===== src/rtl/pwl_map_array.sv =====
// NCH-channel piecewise-linear code mapper: unsigned ADC codes to signed samples through a shared,
// double-buffered segment table, 2-stage valid pipeline, output saturation and saturation counter.
module pwl_map_array #(
  parameter int unsigned NCH     = 8,
  parameter int unsigned IN_W    = 6,
  parameter int unsigned OUT_W   = 8,
  parameter int unsigned SEG_B   = 2,
  parameter int unsigned SLOPE_W = 4,
  parameter int unsigned FRAC_W  = 2
) (
  input  logic                   clk,
  input  logic                   arstb,
  input  logic                   in_vld,
  input  logic [NCH*IN_W-1:0]    x_in,
  output logic                   out_vld,
  output logic [NCH*OUT_W-1:0]   x_out,
  output logic                   sat_flag,
  output logic [15:0]            sat_cnt,
  input  logic                   sat_clr,
  input  logic                   cfg_we,
  input  logic [SEG_B-1:0]       cfg_addr,
  input  logic [OUT_W-1:0]       cfg_offset,
  input  logic [SLOPE_W-1:0]     cfg_slope,
  input  logic                   cfg_commit
);

  localparam int unsigned NSEG   = 1 << SEG_B;
  localparam int unsigned XL_W   = IN_W - SEG_B;
  localparam int unsigned PW     = SLOPE_W + XL_W + 1;
  // Two guard bits cover offset + scaled term without overflow before saturation.
  localparam int unsigned SW     = ((PW > OUT_W) ? PW : OUT_W) + 2;
  localparam int          XlSpan = 2 ** XL_W;
  localparam int          Half   = 2 ** (IN_W - 1);

  localparam logic signed [SW-1:0] YMax = {{(SW-OUT_W+1){1'b0}}, {(OUT_W-1){1'b1}}};
  localparam logic signed [SW-1:0] YMin = ~YMax;

  logic [OUT_W-1:0]       sh_off_q  [NSEG];
  logic [OUT_W-1:0]       sh_off_d  [NSEG];
  logic [SLOPE_W-1:0]     sh_slp_q  [NSEG];
  logic [SLOPE_W-1:0]     sh_slp_d  [NSEG];
  logic [OUT_W-1:0]       act_off_q [NSEG];
  logic [OUT_W-1:0]       act_off_d [NSEG];
  logic [SLOPE_W-1:0]     act_slp_q [NSEG];
  logic [SLOPE_W-1:0]     act_slp_d [NSEG];

  logic                   s1_vld_q, s1_vld_d;
  logic [XL_W-1:0]        s1_xl_q   [NCH];
  logic [XL_W-1:0]        s1_xl_d   [NCH];
  logic [OUT_W-1:0]       s1_off_q  [NCH];
  logic [OUT_W-1:0]       s1_off_d  [NCH];
  logic [SLOPE_W-1:0]     s1_slp_q  [NCH];
  logic [SLOPE_W-1:0]     s1_slp_d  [NCH];

  logic                   out_vld_q, out_vld_d;
  logic [NCH*OUT_W-1:0]   x_out_q, x_out_d;
  logic                   sat_flag_q, sat_flag_d;
  logic [15:0]            sat_cnt_q, sat_cnt_d;

  // A same-cycle shadow write is folded in before the commit copy.
  always_comb begin
    sh_off_d  = sh_off_q;
    sh_slp_d  = sh_slp_q;
    act_off_d = act_off_q;
    act_slp_d = act_slp_q;
    if (cfg_we) begin
      sh_off_d[cfg_addr] = cfg_offset;
      sh_slp_d[cfg_addr] = cfg_slope;
    end
    if (cfg_commit) begin
      act_off_d = sh_off_d;
      act_slp_d = sh_slp_d;
    end
  end

  always_comb begin
    logic [SEG_B-1:0] seg;
    seg      = '0;
    s1_vld_d = in_vld;
    s1_xl_d  = s1_xl_q;
    s1_off_d = s1_off_q;
    s1_slp_d = s1_slp_q;
    if (in_vld) begin
      for (int c = 0; c < NCH; c++) begin
        seg         = x_in[c*IN_W+XL_W +: SEG_B];
        s1_xl_d[c]  = x_in[c*IN_W +: XL_W];
        s1_off_d[c] = act_off_q[seg];
        s1_slp_d[c] = act_slp_q[seg];
      end
    end
  end

  always_comb begin
    logic signed [SW-1:0] prod;
    logic signed [SW-1:0] rnd;
    logic signed [SW-1:0] acc;
    logic [NCH*OUT_W-1:0] y_pk;
    logic                 any_sat;
    rnd             = '0;
    rnd[FRAC_W-1]   = 1'b1;
    prod            = '0;
    acc             = '0;
    y_pk            = '0;
    any_sat         = 1'b0;
    for (int c = 0; c < NCH; c++) begin
      prod = $signed({{(SW-SLOPE_W){s1_slp_q[c][SLOPE_W-1]}}, s1_slp_q[c]})
           * $signed({{(SW-XL_W){1'b0}}, s1_xl_q[c]});
      acc  = (prod + rnd) >>> FRAC_W;
      acc  = acc + $signed({{(SW-OUT_W){s1_off_q[c][OUT_W-1]}}, s1_off_q[c]});
      if (acc > YMax) begin
        y_pk[c*OUT_W +: OUT_W] = YMax[OUT_W-1:0];
        any_sat                = 1'b1;
      end else if (acc < YMin) begin
        y_pk[c*OUT_W +: OUT_W] = YMin[OUT_W-1:0];
        any_sat                = 1'b1;
      end else begin
        y_pk[c*OUT_W +: OUT_W] = acc[OUT_W-1:0];
      end
    end

    out_vld_d  = s1_vld_q;
    x_out_d    = x_out_q;
    sat_flag_d = sat_flag_q;
    if (s1_vld_q) begin
      x_out_d    = y_pk;
      sat_flag_d = any_sat;
    end

    sat_cnt_d = sat_cnt_q;
    if (sat_clr) begin
      sat_cnt_d = '0;
    end else if (s1_vld_q && any_sat && (sat_cnt_q != 16'hFFFF)) begin
      sat_cnt_d = sat_cnt_q + 16'd1;
    end
  end

  always_ff @(posedge clk or negedge arstb) begin
    if (!arstb) begin
      // Identity table: y = x - 2^(IN_W-1), offset-binary to two's complement.
      for (int s = 0; s < NSEG; s++) begin
        sh_off_q[s]  <= OUT_W'(s * XlSpan - Half);
        act_off_q[s] <= OUT_W'(s * XlSpan - Half);
        sh_slp_q[s]  <= SLOPE_W'(2 ** FRAC_W);
        act_slp_q[s] <= SLOPE_W'(2 ** FRAC_W);
      end
      for (int c = 0; c < NCH; c++) begin
        s1_xl_q[c]  <= '0;
        s1_off_q[c] <= '0;
        s1_slp_q[c] <= '0;
      end
      s1_vld_q   <= 1'b0;
      out_vld_q  <= 1'b0;
      x_out_q    <= '0;
      sat_flag_q <= 1'b0;
      sat_cnt_q  <= '0;
    end else begin
      sh_off_q   <= sh_off_d;
      sh_slp_q   <= sh_slp_d;
      act_off_q  <= act_off_d;
      act_slp_q  <= act_slp_d;
      s1_vld_q   <= s1_vld_d;
      s1_xl_q    <= s1_xl_d;
      s1_off_q   <= s1_off_d;
      s1_slp_q   <= s1_slp_d;
      out_vld_q  <= out_vld_d;
      x_out_q    <= x_out_d;
      sat_flag_q <= sat_flag_d;
      sat_cnt_q  <= sat_cnt_d;
    end
  end

  assign out_vld  = out_vld_q;
  assign x_out    = x_out_q;
  assign sat_flag = sat_flag_q;
  assign sat_cnt  = sat_cnt_q;

endmodule

===== config.mk =====
export PLATFORM = sky130hd
export DESIGN_NAME = pwl_map_array
export DESIGN_NICKNAME = d
export VERILOG_FILES = /design/src/rtl/pwl_map_array.sv
export SDC_FILE = /design/constraint.sdc
export NUM_CORES = 1
export LEC_CHECK = 0
export BUFFER_PORTS_ARGS = -buffer_cell sky130_fd_sc_hd__buf_2
export CAP_MARGIN = 20
export CORE_UTILIZATION = 50
export CTS_CLUSTER_SIZE = 40
export DETAILED_ROUTE_END_ITERATION = 10
export HOLD_SLACK_MARGIN = 0.1
export PLACE_DENSITY = 0.82
export SLEW_MARGIN = 10
export SYNTH_ARGS = -nofsm -noshare
export SYNTH_HDL_FRONTEND = slang
export SYNTH_SLANG_ARGS = --single-unit

===== constraint.sdc =====
create_clock -name clk -period 5.5 [get_ports clk]
set_input_delay 0.55 -clock clk [delete_from_list [all_inputs] [get_ports clk]]
set_output_delay 0.55 -clock clk [all_outputs]
set_load 0.03 [all_outputs]

==> impl_metrics.py <==
metrics = {
    "run_status": {
        "status": "finished, violations left",
        "violations": "negative setup slack",
    },
    "worst_setup_path": {
        "cp_cell_sequence": "nand2b_4, fa_1, fa_1, fa_1, buf_4, fa_1, inv_1, a21oi_1, o21bai_1, a21o_1, a21oi_1, xnor2_1, ha_1, nor3_1, a21oi_1, or3_4, o311ai_4, or4_4, nor2_4, buf_12, nor4_1, mux2_1",
        "endpoint_kind": "flip-flop",
        "timing_worst_setup_path_type": "reg2reg",
        "timing.critical_path.depth": 22,
        "critical_path_peak_fanout": 6,
        "critical_path.slowest_cell": "sky130_fd_sc_hd__fa_1",
        "depth_of_the_worst_register_to_register_path": 22,
        "timing.reg2reg.setup_slack_ps": -190,
        "timing.critical_path.mode_cell": "sky130_fd_sc_hd__fa_1",
        "startpoint_type": "flip-flop",
        "critPathTopFamily": "adder cells",
        "worstReg2RegStart": "s1_xl_q[24]$_DFFE_PN0P_",
        "worstPathArrival_ps": 6110,
        "rr_endpoint": "sat_cnt[11]$_DFFE_PN0P_",
        "crit_required_ps": 5920,
        "crit_buf_inv": 3,
        "critical-path-max-stage-delay_ps": 540,
    },
    "routing": {
        "initialDrtViolationCount": 1644,
        "antenna_left": 0,
        "vias_per_cell": 5.95,
        "wirelength_mm": 60.2,
        "remaining_drc_errors": 0,
        "vias": 17100,
        "drt-pass1-iter-count": 5,
        "post_drt_wl_per_cell_microns": 20.9,
    },
    "clock_tree": {
        "tritoncts": "built",
        "numClockSinks": 307,
        "cts-hold-fix-buffers": 0,
        "clkLatencyLatePin_ps": 570,
        "clock_tree.root_cell": "sky130_fd_sc_hd__clkbuf_16",
        "htree_levels": 2,
        "numCtsBuffers": 35,
        "clk_transition_reported_paths_ps": 60,
        "clock_tree.buffer_depth": 3,
    },
    "cells_and_area": {
        "area_grow_syn2layout_pct": 19.9,
        "n_fill_cell": 3249,
        "fin_util_pct": 60.7,
        "layout.cells.most_common": "sky130_fd_sc_hd__dfrtp_1",
        "final_cell_mix": "282 x sky130_fd_sc_hd__dfrtp_1, 225 x sky130_fd_sc_hd__mux2_2, 206 x sky130_fd_sc_hd__inv_1, 206 x sky130_fd_sc_hd__ha_1, 176 x sky130_fd_sc_hd__buf_4",
        "proportion_of_layout_cells_with_a_drive_suffix_above_1_pct": 36.1,
        "num-nets-final": 2579,
    },
    "synth": {
        "area_fraction_in_compound_gates_after_synthesis_pct": 9.08,
        "commonest_register_cell_after_synthesis": "sky130_fd_sc_hd__dfrtp_1",
        "syn_inst": 1944,
        "muxShareOfSynthArea_pct": 22.2,
        "syn_avg_cell_area_sq_um": 11.2,
        "yosys.area_share.xor_xnor_pct": 3.46,
        "mappedNetlistNets": 2269,
        "synthDominantAreaCellType": "sky130_fd_sc_hd__dfrtp_1",
        "yosys_register_bits": 307,
        "edff_count_synth": 0,
        "post-synth-top-area-fraction_pct": 32.5,
        "synth.top_cells.by_area": "sky130_fd_sc_hd__dfrtp_1 33%, sky130_fd_sc_hd__ha_1 12%, sky130_fd_sc_hd__mux2_2 12%, sky130_fd_sc_hd__mux4_2 9.9%, sky130_fd_sc_hd__fa_1 4.4%",
        "sequential_cell_area_fraction_in_the_yosys_report_pct": 35.4,
        "synth_area_sq_mm": 0.0218,
        "largest_family_of_logic_cells_by_synthesized_area": "multiplexers",
        "yosysWarnings": 0,
        "post_synth_and_or_nand_nor_area_fraction_pct": 8.70,
        "synth_async_sr_flop_share_pct": 100,
        "synth.lib_cells_used.distinct": 70,
        "adder_cell_fraction_of_synth_area_pct": 16.4,
    },
    "placed_design": {
        "routabilityCongestion": 0.955,
        "portBuffers": 149,
        "dp_hpwl_mm": 41.8,
    },
    "pwr": {
        "peakVddDrop_mv": 0.357,
        "total_leakage_power_nw": 12.2,
        "powerDensity_mw_per_mm2": 666,
    },
    "floorplanning": {
        "die_area_sq_mm": 0.0444,
        "floorplan.initialDensity_pct": 50.6,
        "num_rows": 76,
        "boundaryPins": 150,
        "die_h_microns": 211,
        "die_w_microns": 211,
        "design.core.area_sq_mm": 0.0430,
    },
    "timing": {
        "period_utilization_post_route_pct": 103,
        "worst_slew_margin_rel_pct": 33.8,
        "fin_worst_skew_ps": 36.6,
        "max_clock_freq_mhz": 176,
        "timing.hold.ws_ps": 141,
        "final.min_clock_period_ps": 5690,
        "worst-slew-pin-transition_ps": 993,
        "grt_setup_unrepaired": "yes",
        "final_critical_path_setup_slack_ps": -192,
        "timing.final.hold_violations": 0,
        "setup_viol": 17,
        "final-max-slew-violation-count": 0,
    },
    "global_routing": {
        "first_global_vias": 17500,
        "global_route.peak_usage_layer": "met2",
        "initial_antenna_violation_count": 21,
        "grt.met2_usage_pct": 45.6,
        "groute.layer.met3.usage_pct": 6.74,
        "use_met1_pct": 32.3,
        "grt_max_degree": 141,
        "grt_first_pass_wirelength_mm": 93.6,
        "overflow": 0,
        "grtUsageTotal_pct": 27.0,
    },
    "min_path": {
        "min-delay-path-class": "in2async",
    },
    "run": {
        "max_cap_viol_count": 0,
    },
}
## state kept, by name, indices dropped and copies added (netlist names)
register	cells
s1_off_q	64
x_out	64
act_off_q	32
s1_slp_q	32
s1_xl_q	32
sh_off_q	32
act_slp_q	16
sat_cnt	16
sh_slp_q	16
out_vld	1
out_vld_d	1
sat_flag	1
## stage by stage
stage	worst slack (ps)	cells	area, sq um	setup TNS (ps)	power (mW)
final	-192	2880	26100	-2060	17.4
after CTS	-105	2863	25800	-970	17.0
after global routing	-518	2877	26100	-7120	18.6
after global placement	-240	2783	24300	-3380	13.5
after detailed placement	-383	2783	24300	-5710	14.0
after floorplan	38.6	1944	21800	0	10.6
## final cells by class
cell class	count	area (sq um)	share of cell area, %
clock inverter	13	193	0.739
tap	585	732	2.81
multi-input combinational	1371	13400	51.4
timing repair buffer	333	2220	8.52
inverter	206	773	2.96
sequential	307	7720	29.6
antenna	15	37.5	0.144
clock buffer	50	992	3.80
## power breakdown
part	internal (mW)	total, mW	switching (mW)	leakage, nW
clock	1.45	2.44	0.988	0.575
sequential	2.97	3.71	0.739	3.65
combinational	5.34	11.2	5.87	7.98
## cell usage after synthesis (4+ instances only)
| cell | count |
|---|---|
| sky130_fd_sc_hd__a211oi_1 | 4 |
| sky130_fd_sc_hd__a21o_1 | 22 |
| sky130_fd_sc_hd__a21oi_1 | 97 |
| sky130_fd_sc_hd__a31oi_1 | 7 |
| sky130_fd_sc_hd__and2_1 | 45 |
| sky130_fd_sc_hd__and3_1 | 5 |
| sky130_fd_sc_hd__buf_1 | 16 |
| sky130_fd_sc_hd__clkbuf_1 | 41 |
| sky130_fd_sc_hd__dfrtp_1 | 283 |
| sky130_fd_sc_hd__dfstp_2 | 24 |
| sky130_fd_sc_hd__fa_1 | 48 |
| sky130_fd_sc_hd__ha_1 | 209 |
| sky130_fd_sc_hd__inv_1 | 206 |
| sky130_fd_sc_hd__mux2_1 | 7 |
| sky130_fd_sc_hd__mux2_2 | 224 |
| sky130_fd_sc_hd__mux4_2 | 96 |
| sky130_fd_sc_hd__nand2_1 | 98 |
| sky130_fd_sc_hd__nand2b_1 | 33 |
| sky130_fd_sc_hd__nand3_1 | 19 |
| sky130_fd_sc_hd__nand3b_1 | 4 |
| sky130_fd_sc_hd__nand4_1 | 5 |
| sky130_fd_sc_hd__nor2_1 | 98 |
| sky130_fd_sc_hd__nor2b_1 | 29 |
| sky130_fd_sc_hd__nor3_1 | 13 |
| sky130_fd_sc_hd__nor4_1 | 5 |
| sky130_fd_sc_hd__o2111ai_1 | 5 |
| sky130_fd_sc_hd__o211ai_1 | 27 |
| sky130_fd_sc_hd__o21a_1 | 10 |
| sky130_fd_sc_hd__o21ai_0 | 62 |
| sky130_fd_sc_hd__o21ai_1 | 4 |
| sky130_fd_sc_hd__o21bai_1 | 26 |
| sky130_fd_sc_hd__o22ai_1 | 19 |
| sky130_fd_sc_hd__o31ai_1 | 7 |
| sky130_fd_sc_hd__or2_2 | 4 |
| sky130_fd_sc_hd__or3_1 | 6 |
| sky130_fd_sc_hd__or4_1 | 6 |
| sky130_fd_sc_hd__xnor2_1 | 69 |
| sky130_fd_sc_hd__xor2_1 | 17 |
## timing repair
item	4_1_cts	5_1_grt
setup buffers	18	1
setup endpoints to repair	17	44
pin swaps	97	17
gates cloned	1	0
gates resized for setup	52	45
endpoints found under the hold margin	0	0
## per-layer routing
metal | share of wire (%) | wire length, microns
met5 | 0.14 | 84
met4 | 5.3 | 3170
met3 | 7.4 | 4470
met2 | 49 | 29700
met1 | 38 | 22800
## kinds of logic after synthesis
group | count (synthesis)
AOI/OAI and AO/OA | 314
xor gates and xnor gates | 86
adders and majority gates | 257
buffers and inverters | 266
DFF | 307
muxes | 333
and+or+nand+nor | 381
## how the worst max path moves through the flow
stage,startpoint,end,slack [ps]
final,s1_xl_q[24]$_DFFE_PN0P_,sat_cnt[11]$_DFFE_PN0P_,-190
after global routing,s1_xl_q[24]$_DFFE_PN0P_,sat_cnt[3]$_DFFE_PN0P_,-520
after CTS,s1_xl_q[24]$_DFFE_PN0P_,sat_cnt[6]$_DFFE_PN0P_,-100
after detailed placement,s1_xl_q[24]$_DFFE_PN0P_,sat_cnt[6]$_DFFE_PN0P_,-380
after global placement,s1_xl_q[20]$_DFFE_PN0P_,sat_cnt[9]$_DFFE_PN0P_,-240
after floorplan,s1_xl_q[24]$_DFFE_PN0P_,sat_cnt[2]$_DFFE_PN0P_,40
Power figures use the tool's default switching activity.
